File: src/rtl/param_fifo.sv
// param_fifo
// Parameterised synchronous FIFO with show-ahead read data, occupancy count,
// almost-full / almost-empty thresholds and one-cycle overflow / underflow
// pulses for rejected requests.
//
// Parameters:
//   WIDTH     data word width in bits
//   DEPTH     number of storage entries (power of two, >= 2)
//   AF_LEVEL  almost_full asserts when count >= AF_LEVEL
//   AE_LEVEL  almost_empty asserts when count <= AE_LEVEL
//
// Ports:
//   ck            clock, all state changes on the rising edge
//   reset         synchronous reset, active-low
//   flush         empties the queue; same-cycle insert/remove are ignored
//   insert        write request (data_in is stored at the tail)
//   remove        pop request (head entry is discarded)
//   data_in       write data
//   data_out      head-of-queue word, zero while empty
//   full          count == DEPTH
//   empty         count == 0
//   almost_full   count >= AF_LEVEL
//   almost_empty  count <= AE_LEVEL
//   count         current occupancy
//   overflow      pulse the cycle after an insert was rejected
//   underflow     pulse the cycle after a remove was rejected
module param_fifo #(
    parameter int WIDTH    = 8,
    parameter int DEPTH    = 16,
    parameter int AF_LEVEL = DEPTH - 2,
    parameter int AE_LEVEL = 2
) (
    input  logic                     ck,
    input  logic                     reset,
    input  logic                     flush,
    input  logic                     insert,
    input  logic                     remove,
    input  logic [WIDTH-1:0]         data_in,
    output logic [WIDTH-1:0]         data_out,
    output logic                     full,
    output logic                     empty,
    output logic                     almost_full,
    output logic                     almost_empty,
    output logic [$clog2(DEPTH):0]   count,
    output logic                     overflow,
    output logic                     underflow
);

    localparam int AW = $clog2(DEPTH);
    localparam int CW = AW + 1;

    localparam logic [CW-1:0] DEPTH_C = CW'(DEPTH);
    localparam logic [CW-1:0] AF_C    = CW'(AF_LEVEL);
    localparam logic [CW-1:0] AE_C    = CW'(AE_LEVEL);

    logic [WIDTH-1:0] mem [DEPTH];
    logic [AW-1:0]    wp;
    logic [AW-1:0]    rp;

    logic do_push;
    logic do_pop;
    logic reject_insert;
    logic reject_remove;

    // Status flags are pure decodes of the occupancy register.
    assign full         = (count == DEPTH_C);
    assign empty        = (count == '0);
    assign almost_full  = (count >= AF_C);
    assign almost_empty = (count <= AE_C);

    // Show-ahead output; forced to zero while empty so stale memory never
    // leaks out and a same-cycle insert into an empty queue is not bypassed.
    assign data_out = empty ? '0 : mem[rp];

    // A pop only happens when there is something to pop. A push into a full
    // queue is still accepted when a pop in the same cycle frees the slot.
    assign do_pop        = remove && !empty;
    assign do_push       = insert && (!full || do_pop);
    assign reject_insert = insert && !do_push;
    assign reject_remove = remove && empty;

    // Pointer, occupancy and error-pulse registers. Reset beats flush, and
    // flush beats any insert/remove request in the same cycle.
    always_ff @(posedge ck) begin
        if (!reset) begin
            wp        <= '0;
            rp        <= '0;
            count     <= '0;
            overflow  <= 1'b0;
            underflow <= 1'b0;
        end else if (flush) begin
            wp        <= '0;
            rp        <= '0;
            count     <= '0;
            overflow  <= 1'b0;
            underflow <= 1'b0;
        end else begin
            overflow  <= reject_insert;
            underflow <= reject_remove;
            if (do_push) begin
                wp <= wp + AW'(1);
            end
            if (do_pop) begin
                rp <= rp + AW'(1);
            end
            if (do_push && !do_pop) begin
                count <= count + CW'(1);
            end else if (do_pop && !do_push) begin
                count <= count - CW'(1);
            end
        end
    end

    // Storage array has no reset; only the pointers define what is valid.
    always_ff @(posedge ck) begin
        if (reset && !flush && do_push) begin
            mem[wp] <= data_in;
        end
    end

endmodule

File: config.mk
export PLATFORM = sky130hd
export DESIGN_NAME = param_fifo
export DESIGN_NICKNAME = d
export VERILOG_FILES = /design/src/rtl/param_fifo.sv
export SDC_FILE = /design/constraint.sdc
export NUM_CORES = 1
export LEC_CHECK = 0
export BUFFER_PORTS_ARGS = -buffer_cell sky130_fd_sc_hd__buf_2
export CAP_MARGIN = 20
export CORE_MARGIN = 10
export CORE_UTILIZATION = 40
export CTS_CLUSTER_DIAMETER = 40
export CTS_CLUSTER_SIZE = 28
export DETAILED_ROUTE_END_ITERATION = 8
export PLACE_DENSITY = 0.58
export SYNTH_ARGS = -nofsm -noshare
export SYNTH_HDL_FRONTEND = slang
export SYNTH_SLANG_ARGS = --single-unit
File: constraint.sdc
create_clock -name ck -period 3 [get_ports ck]
set_input_delay 0.45 -clock ck [delete_from_list [all_inputs] [get_ports ck]]
set_output_delay 0.45 -clock ck [all_outputs]
set_load 0.02 [all_outputs]
==> impl_metrics.json, run 1 <==
{
  "status": "complete, no violations",
  "synth_nets": 350,
  "vias_per_cell": 5.377,
  "seq_area_frac_synth_pct": 71.03,
  "cts_max_path_buffers": 2,
  "highest_layer": "met4",
  "pin_count": 32,
  "routedWlPerCell_microns": 20.47,
  "syn_to_final_growth_pct": 17.13,
  "layout_min_cycle_time_ns": 2.799,
  "cp-start-kind": "flip-flop",
  "ant_nets": 0,
  "synth_edf_count": 128,
  "postPlaceCellArea_sq_um": 6357,
  "synth_warnings": 0,
  "maxSlewHeadroom_pct": 33.92,
  "worst_slack_ns": 0.2014,
  "grt_usage_pct": 12.22,
  "ctsHoldBuffers": 0,
  "hp-class": "primary input to flip-flop",
  "rows": 44,
  "final_common_cell": "edfxtp_1",
  "numPortBuffers": 31,
  "syn_area_sq_um": 5947,
  "cp_cell_sequence": "or4_4, o31ai_4, inv_1, ha_1, inv_2, ha_1, a21oi_1, a211o_1, a211oi_2, a31o_2",
  "root_buffer": "clkbuf_16",
  "synthArstFlopShare_pct": 0,
  "fillers": 1228,
  "synth_cells": 327,
  "antenna_found_initial": 0,
  "setup_violations": 0,
  "final_max_slew_viol_count": 0,
  "clkSinkCount": 147,
  "antennaDiodeCount": 0,
  "num_vias": 3065,
  "multi_input_area_sq_um": 1619,
  "fin_crit_sh_pct": 93.29,
  "die_area_sq_um": 20140,
  "cts.clk_slew.worst_paths_ns": 0.06,
  "grt_max_degree": 17,
  "fin_area_sq_um": 6965,
  "die_y_microns": 141.9,
  "cellLeakagePower_nw": 2.282,
  "crit_buf_inv": 2,
  "cts_tree": "built",
  "die_w_microns": 141.9,
  "regArea_sq_um": 4227,
  "syn_avg_cell_area_sq_um": 18.19,
  "wl_met3_microns": 607,
  "required_ns": 3.31,
  "cts_max_level": 4,
  "yosysTopAreaCellShare_pct": 64.63,
  "crit_family": "compound AO/OA/AOI/OAI gates",
  "irDropWorstVdd_mv": 0.3835,
  "drc_errors": 0,
  "gp_congestion": 0.7302,
  "synth_area_leaders": "edfxtp_1, mux4_2, dfxtp_1",
  "core-area_sq_um": 14530,
  "ys.flop_type": "edfxtp_1",
  "critPathSlowestCell": "or4_4",
  "crit_path_max_incr_delay_ns": 0.64,
  "max_freq_mhz": 357.3,
  "ys_seq_elements": 147,
  "overflow": 0,
  "worstMarginPinSlew_ns": 0.9875,
  "drive_gt1_share_pct": 31.61,
  "finalClockSkew_ns": 0.006551,
  "end_kind": "flip-flop",
  "wirelength_microns": 11670,
  "cts-buffers-inserted": 17,
  "dr.pass1.iters": 4,
  "power_w": 0.004923,
  "hold_viol": 0,
  "first_global_vias": 3159,
  "grt_first_pass_wirelength_microns": 18320,
  "dp_hpwl_microns": 7632,
  "most-common-layout-cells": "edfxtp_1, mux4_2, buf_2",
  "dp_slack_ns": 0.1488,
  "yosysTopAreaCell": "edfxtp_1",
  "ys_types": 40,
  "maxCapViolCount": 0,
  "clk_latency_ns": 0.42,
  "dr_wl_met2_microns": 5433,
  "worstPathArrival_ns": 3.11,
  "power.density_nw_per_um2": 706.7,
  "wl_met1_microns": 5464,
  "crit_fanout": 7,
  "start_util_pct": 40.92,
  "cp_common_cell": "ha_1",
  "drtIter0Drc": 165,
  "critical_path_class": "flip-flop to flip-flop",
  "nets": 396
}
-- layout make-up --
type,instances,share of cell area (%)
clock inverters,14,2.317
clock buffers,18,6.161
inverters,5,0.2694
flip-flops and latches,147,60.68
repair buffers,46,4.024
well taps,184,3.305
multi-input cells,156,23.24
-- per-layer routing --
layer  GRT usage [%]  vias to the layer above
met5               0                        -
met4           4.357                        0
met3           4.806                       15
met2           18.25                       68
met1           15.86                     1585
li1                -                     1397
-- timing repair --
| item | CTS | global route |
|---|---|---|
| buffers inserted | 0 | 1 |
| setup endpoints to repair | 0 | 2 |
| gates resized for setup | 0 | 3 |
-- cells by family after synthesis --
| kind of cell | Yosys count | synth area share [%] |
|---|---|---|
| flip-flops | 147 | 71.03 |
| AO/OA/AOI/OAI | 33 | 4.545 |
| multiplexers | 42 | 13.80 |
| buffers and inverters | 24 | 1.914 |
| adder cells (fa/ha/maj) | 10 | 2.230 |
| AND/OR/NAND/NOR | 65 | 5.596 |
| XOR/XNOR | 6 | 0.8836 |
-- worst paths after layout --
check / start / depth (start not counted) / end / slack (ns)
worst max-delay path: count[0]$_SDFFE_PP0P_ / 10 / count[4]$_SDFFE_PP0P_ / 0.20
worst min register to register: rp[3]$_SDFFE_PP0N_ / 2 / rp[3]$_SDFFE_PP0N_ / 0.49
worst max register to register: count[0]$_SDFFE_PP0P_ / 10 / count[4]$_SDFFE_PP0P_ / 0.20
worst min-delay path: insert / 3 / wp[1]$_SDFFE_PP0P_ / 0.38
-- stage by stage --
step	hold WS (ns)	instances	util, %	setup TNS, ns
after floorplan	0.4587	327	-	0
after global placement	0.4797	537	43.74	0
after detailed placement	0.4860	537	43.74	0
after CTS	0.3797	569	47.80	0
after global routing	0.3923	570	47.93	-0.004927
final	0.3787	570	47.93	0
-- flip-flops by register name (all words and copies together), names as in the netlist, named ones only --
register   count
mem          128
count          5
rp             4
wp             4
overflow       1
underflow      1
-- worst min-delay path, delay by kind of cell --
family                 cells  cell delay, ns
buffers and inverters      1            0.14
AOI/OAI and AO/OA          2            0.16
-- power breakdown --
group          internal [W]  leakage [nW]  total [W]  switching, W
logic              0.000201         0.694   0.000548      0.000347
registers           0.00224          1.31    0.00228     0.0000354
clock network       0.00130         0.282    0.00210      0.000794
total               0.00375          2.28    0.00492       0.00118
-- synth_stat cells, types with 2 or more instances --
library cell  number
nand2_2            4
buf_4              2
clkbuf_1           8
dfxtp_1           19
o211ai_1           2
nand2b_1           3
a21oi_1            4
o21ai_0            2
nor2_1            25
xnor2_1            2
inv_1              5
edfxtp_1         128
a211oi_1          17
or4_1              2
nor3_1             4
xor2_1             4
mux2i_1           10
ha_1               9
mux4_2            32
nand3_1            8
buf_2              7
nor2b_1            9
nand2_1            4
Power figures use the tool's default switching activity.
==> run 2, diff against run 1 <==
CORE_UTILIZATION = 60   (was 40)
PLACE_DENSITY = 0.8   (was 0.58)
==> impl_metrics.json, run 2 (synthesis gave the netlist of run 1 again) <==
{
  "die_area_sq_um": 14290,
  "core-area_sq_um": 9729,
  "cellLeakagePower_nw": 2.308,
  "irDropWorstVdd_mv": 0.5274,
  "r2r_end": "count[4]$_SDFFE_PP0P_",
  "drc_errors": 0,
  "rr_startpoint": "count[0]$_SDFFE_PP0P_",
  "dr.pass1.iters": 5,
  "tns_ns": 0,
  "status": "complete, no violations",
  "wl_met1_microns": 4495,
  "cp-endpoint": "count[4]$_SDFFE_PP0P_",
  "utilization_pct": 71.31,
  "setup_violations": 0,
  "num_vias": 3064,
  "ff2ff_path_depth": 10,
  "power_w": 0.004997,
  "ant_nets": 0,
  "wirelength_microns": 11110,
  "die_y_microns": 119.6,
  "cts_max_level": 4,
  "cts_tree": "built",
  "drive_gt1_share_pct": 31.07,
  "gp_congestion": 0.7767,
  "cp-start-kind": "flip-flop",
  "startpoint": "count[0]$_SDFFE_PP0P_",
  "pin_count": 32,
  "vias_per_cell": 5.938,
  "largest_reg_flops": 128,
  "clk_latency_ns": 0.52,
  "grt_max_degree": 33,
  "drtIter0Drc": 279,
  "rrSetupSlack_ns": 0.12,
  "required_ns": 3.42,
  "antennaDiodeCount": 0,
  "cts.clk_slew.worst_paths_ns": 0.06,
  "grt_usage_pct": 16.64,
  "largest_register": "mem",
  "numPortBuffers": 31,
  "start_util_pct": 61.12,
  "end_kind": "flip-flop",
  "grt_first_pass_wirelength_microns": 18000,
  "routedWlPerCell_microns": 21.53,
  "layout_min_cycle_time_ns": 2.876,
  "dr_wl_met2_microns": 5672,
  "max_freq_mhz": 347.7,
  "post_cts_buffers": 0,
  "syn_to_final_growth_pct": 16.66,
  "wl_met3_microns": 775,
  "highest_layer": "met4",
  "hold_viol": 0,
  "cts-buffers-inserted": 17,
  "finalClockSkew_ns": 0.008621,
  "worstMarginPinSlew_ns": 1.038,
  "worstPathArrival_ns": 3.29,
  "nets": 393,
  "power.density_nw_per_um2": 720.3,
  "rsz0062_at_grt": "false",
  "maxSlewHeadroom_pct": 30.56,
  "final_max_slew_viol_count": 0,
  "crit_fanout": 7,
  "root_buffer": "clkbuf_8",
  "biggestRegsByFlops": "mem: 128 flops, count: 5 flops",
  "dp_hpwl_microns": 7006,
  "most-common-layout-cells": "edfxtp_1, mux4_2, buf_2",
  "antenna_found_initial": 0,
  "rows": 36,
  "die_w_microns": 119.6,
  "maxCapViolCount": 0,
  "hp-class": "primary input to flip-flop",
  "final_common_cell": "edfxtp_1",
  "clkSinkCount": 147,
  "first_global_vias": 3310,
  "fin_crit_sh_pct": 95.86,
  "overflow": 0,
  "cts_max_path_buffers": 2,
  "critical_path_class": "flip-flop to flip-flop"
}
[run 2: repair_timing]
item | CTS | global route
hold buffers | 0 | 0
cloned | 0 | 0
hold endpoints to repair | 0 | 0
gates resized for setup | 2 | 2
pin swaps | 0 | 0
endpoints found under the setup margin | 2 | 2
[run 2: worst min path at each step]
stage / cells past startpoint / end / slack [ns] / from
finish: 2 / underflow$_SDFF_PP0_ / 0.30 / remove
global route: 3 / wp[1]$_SDFFE_PP0P_ / 0.29 / insert
CTS: 3 / wp[1]$_SDFFE_PP0P_ / 0.28 / insert
detailed placement: 2 / flip-flop / 0.49 / rp[3]$_SDFFE_PP0N_
global placement: 2 / rp[3]$_SDFFE_PP0N_ / 0.49 / rp[3]$_SDFFE_PP0N_
floorplan: 2 / flip-flop / 0.46 / rp[3]$_SDFFE_PP0N_
[run 2: metal layers]
metal  GRT usage [%]  vias up
met5               0        -
met4           6.486        0
met3           5.391       14
met2           26.93      116
met1           20.50     1541
li1                -     1393
[run 2: final cells by class]
cell class / count / area [sq um]
flip-flops and latches: 147 / 4228
fillers: 583 / 2791
multi-input cells: 156 / 1619
clock buffers: 25 / 570.5
repair buffers: 43 / 261.5
well taps: 133 / 166.4
clock inverters: 7 / 73.82
inverters: 5 / 18.77
[run 2: critical path, stage by stage, from the launching register on]
cell and delay [ns]:
dfxtp_1 0.38, or4_4 0.64, o31ai_4 0.31, inv_1 0.09, ha_1 0.22, inv_1 0.16
ha_1 0.30, a21oi_1 0.20, a211o_1 0.17, a211oi_1 0.06, a31o_2 0.23
[run 2: stage by stage]
step           area [sq um]  std cells  hold slack [ns]  worst slack (ns)
3_3_place_gp           6277        484           0.4865            0.2525
6_report               6938        516           0.2985            0.1241
3_5_place_dp           6277        484           0.4876            0.1397
2_1_floorplan          5947        327           0.4587            0.2570
5_1_grt                6938        516           0.2891         0.0006715
4_1_cts                6929        516           0.2798           0.07730
[run 2: where the power goes]
group | internal [W] | leakage, nW | switching, W
clock network | 0.00140 | 0.321 | 0.000788
logic | 0.000196 | 0.681 | 0.000343
registers | 0.00224 | 1.31 | 0.0000291
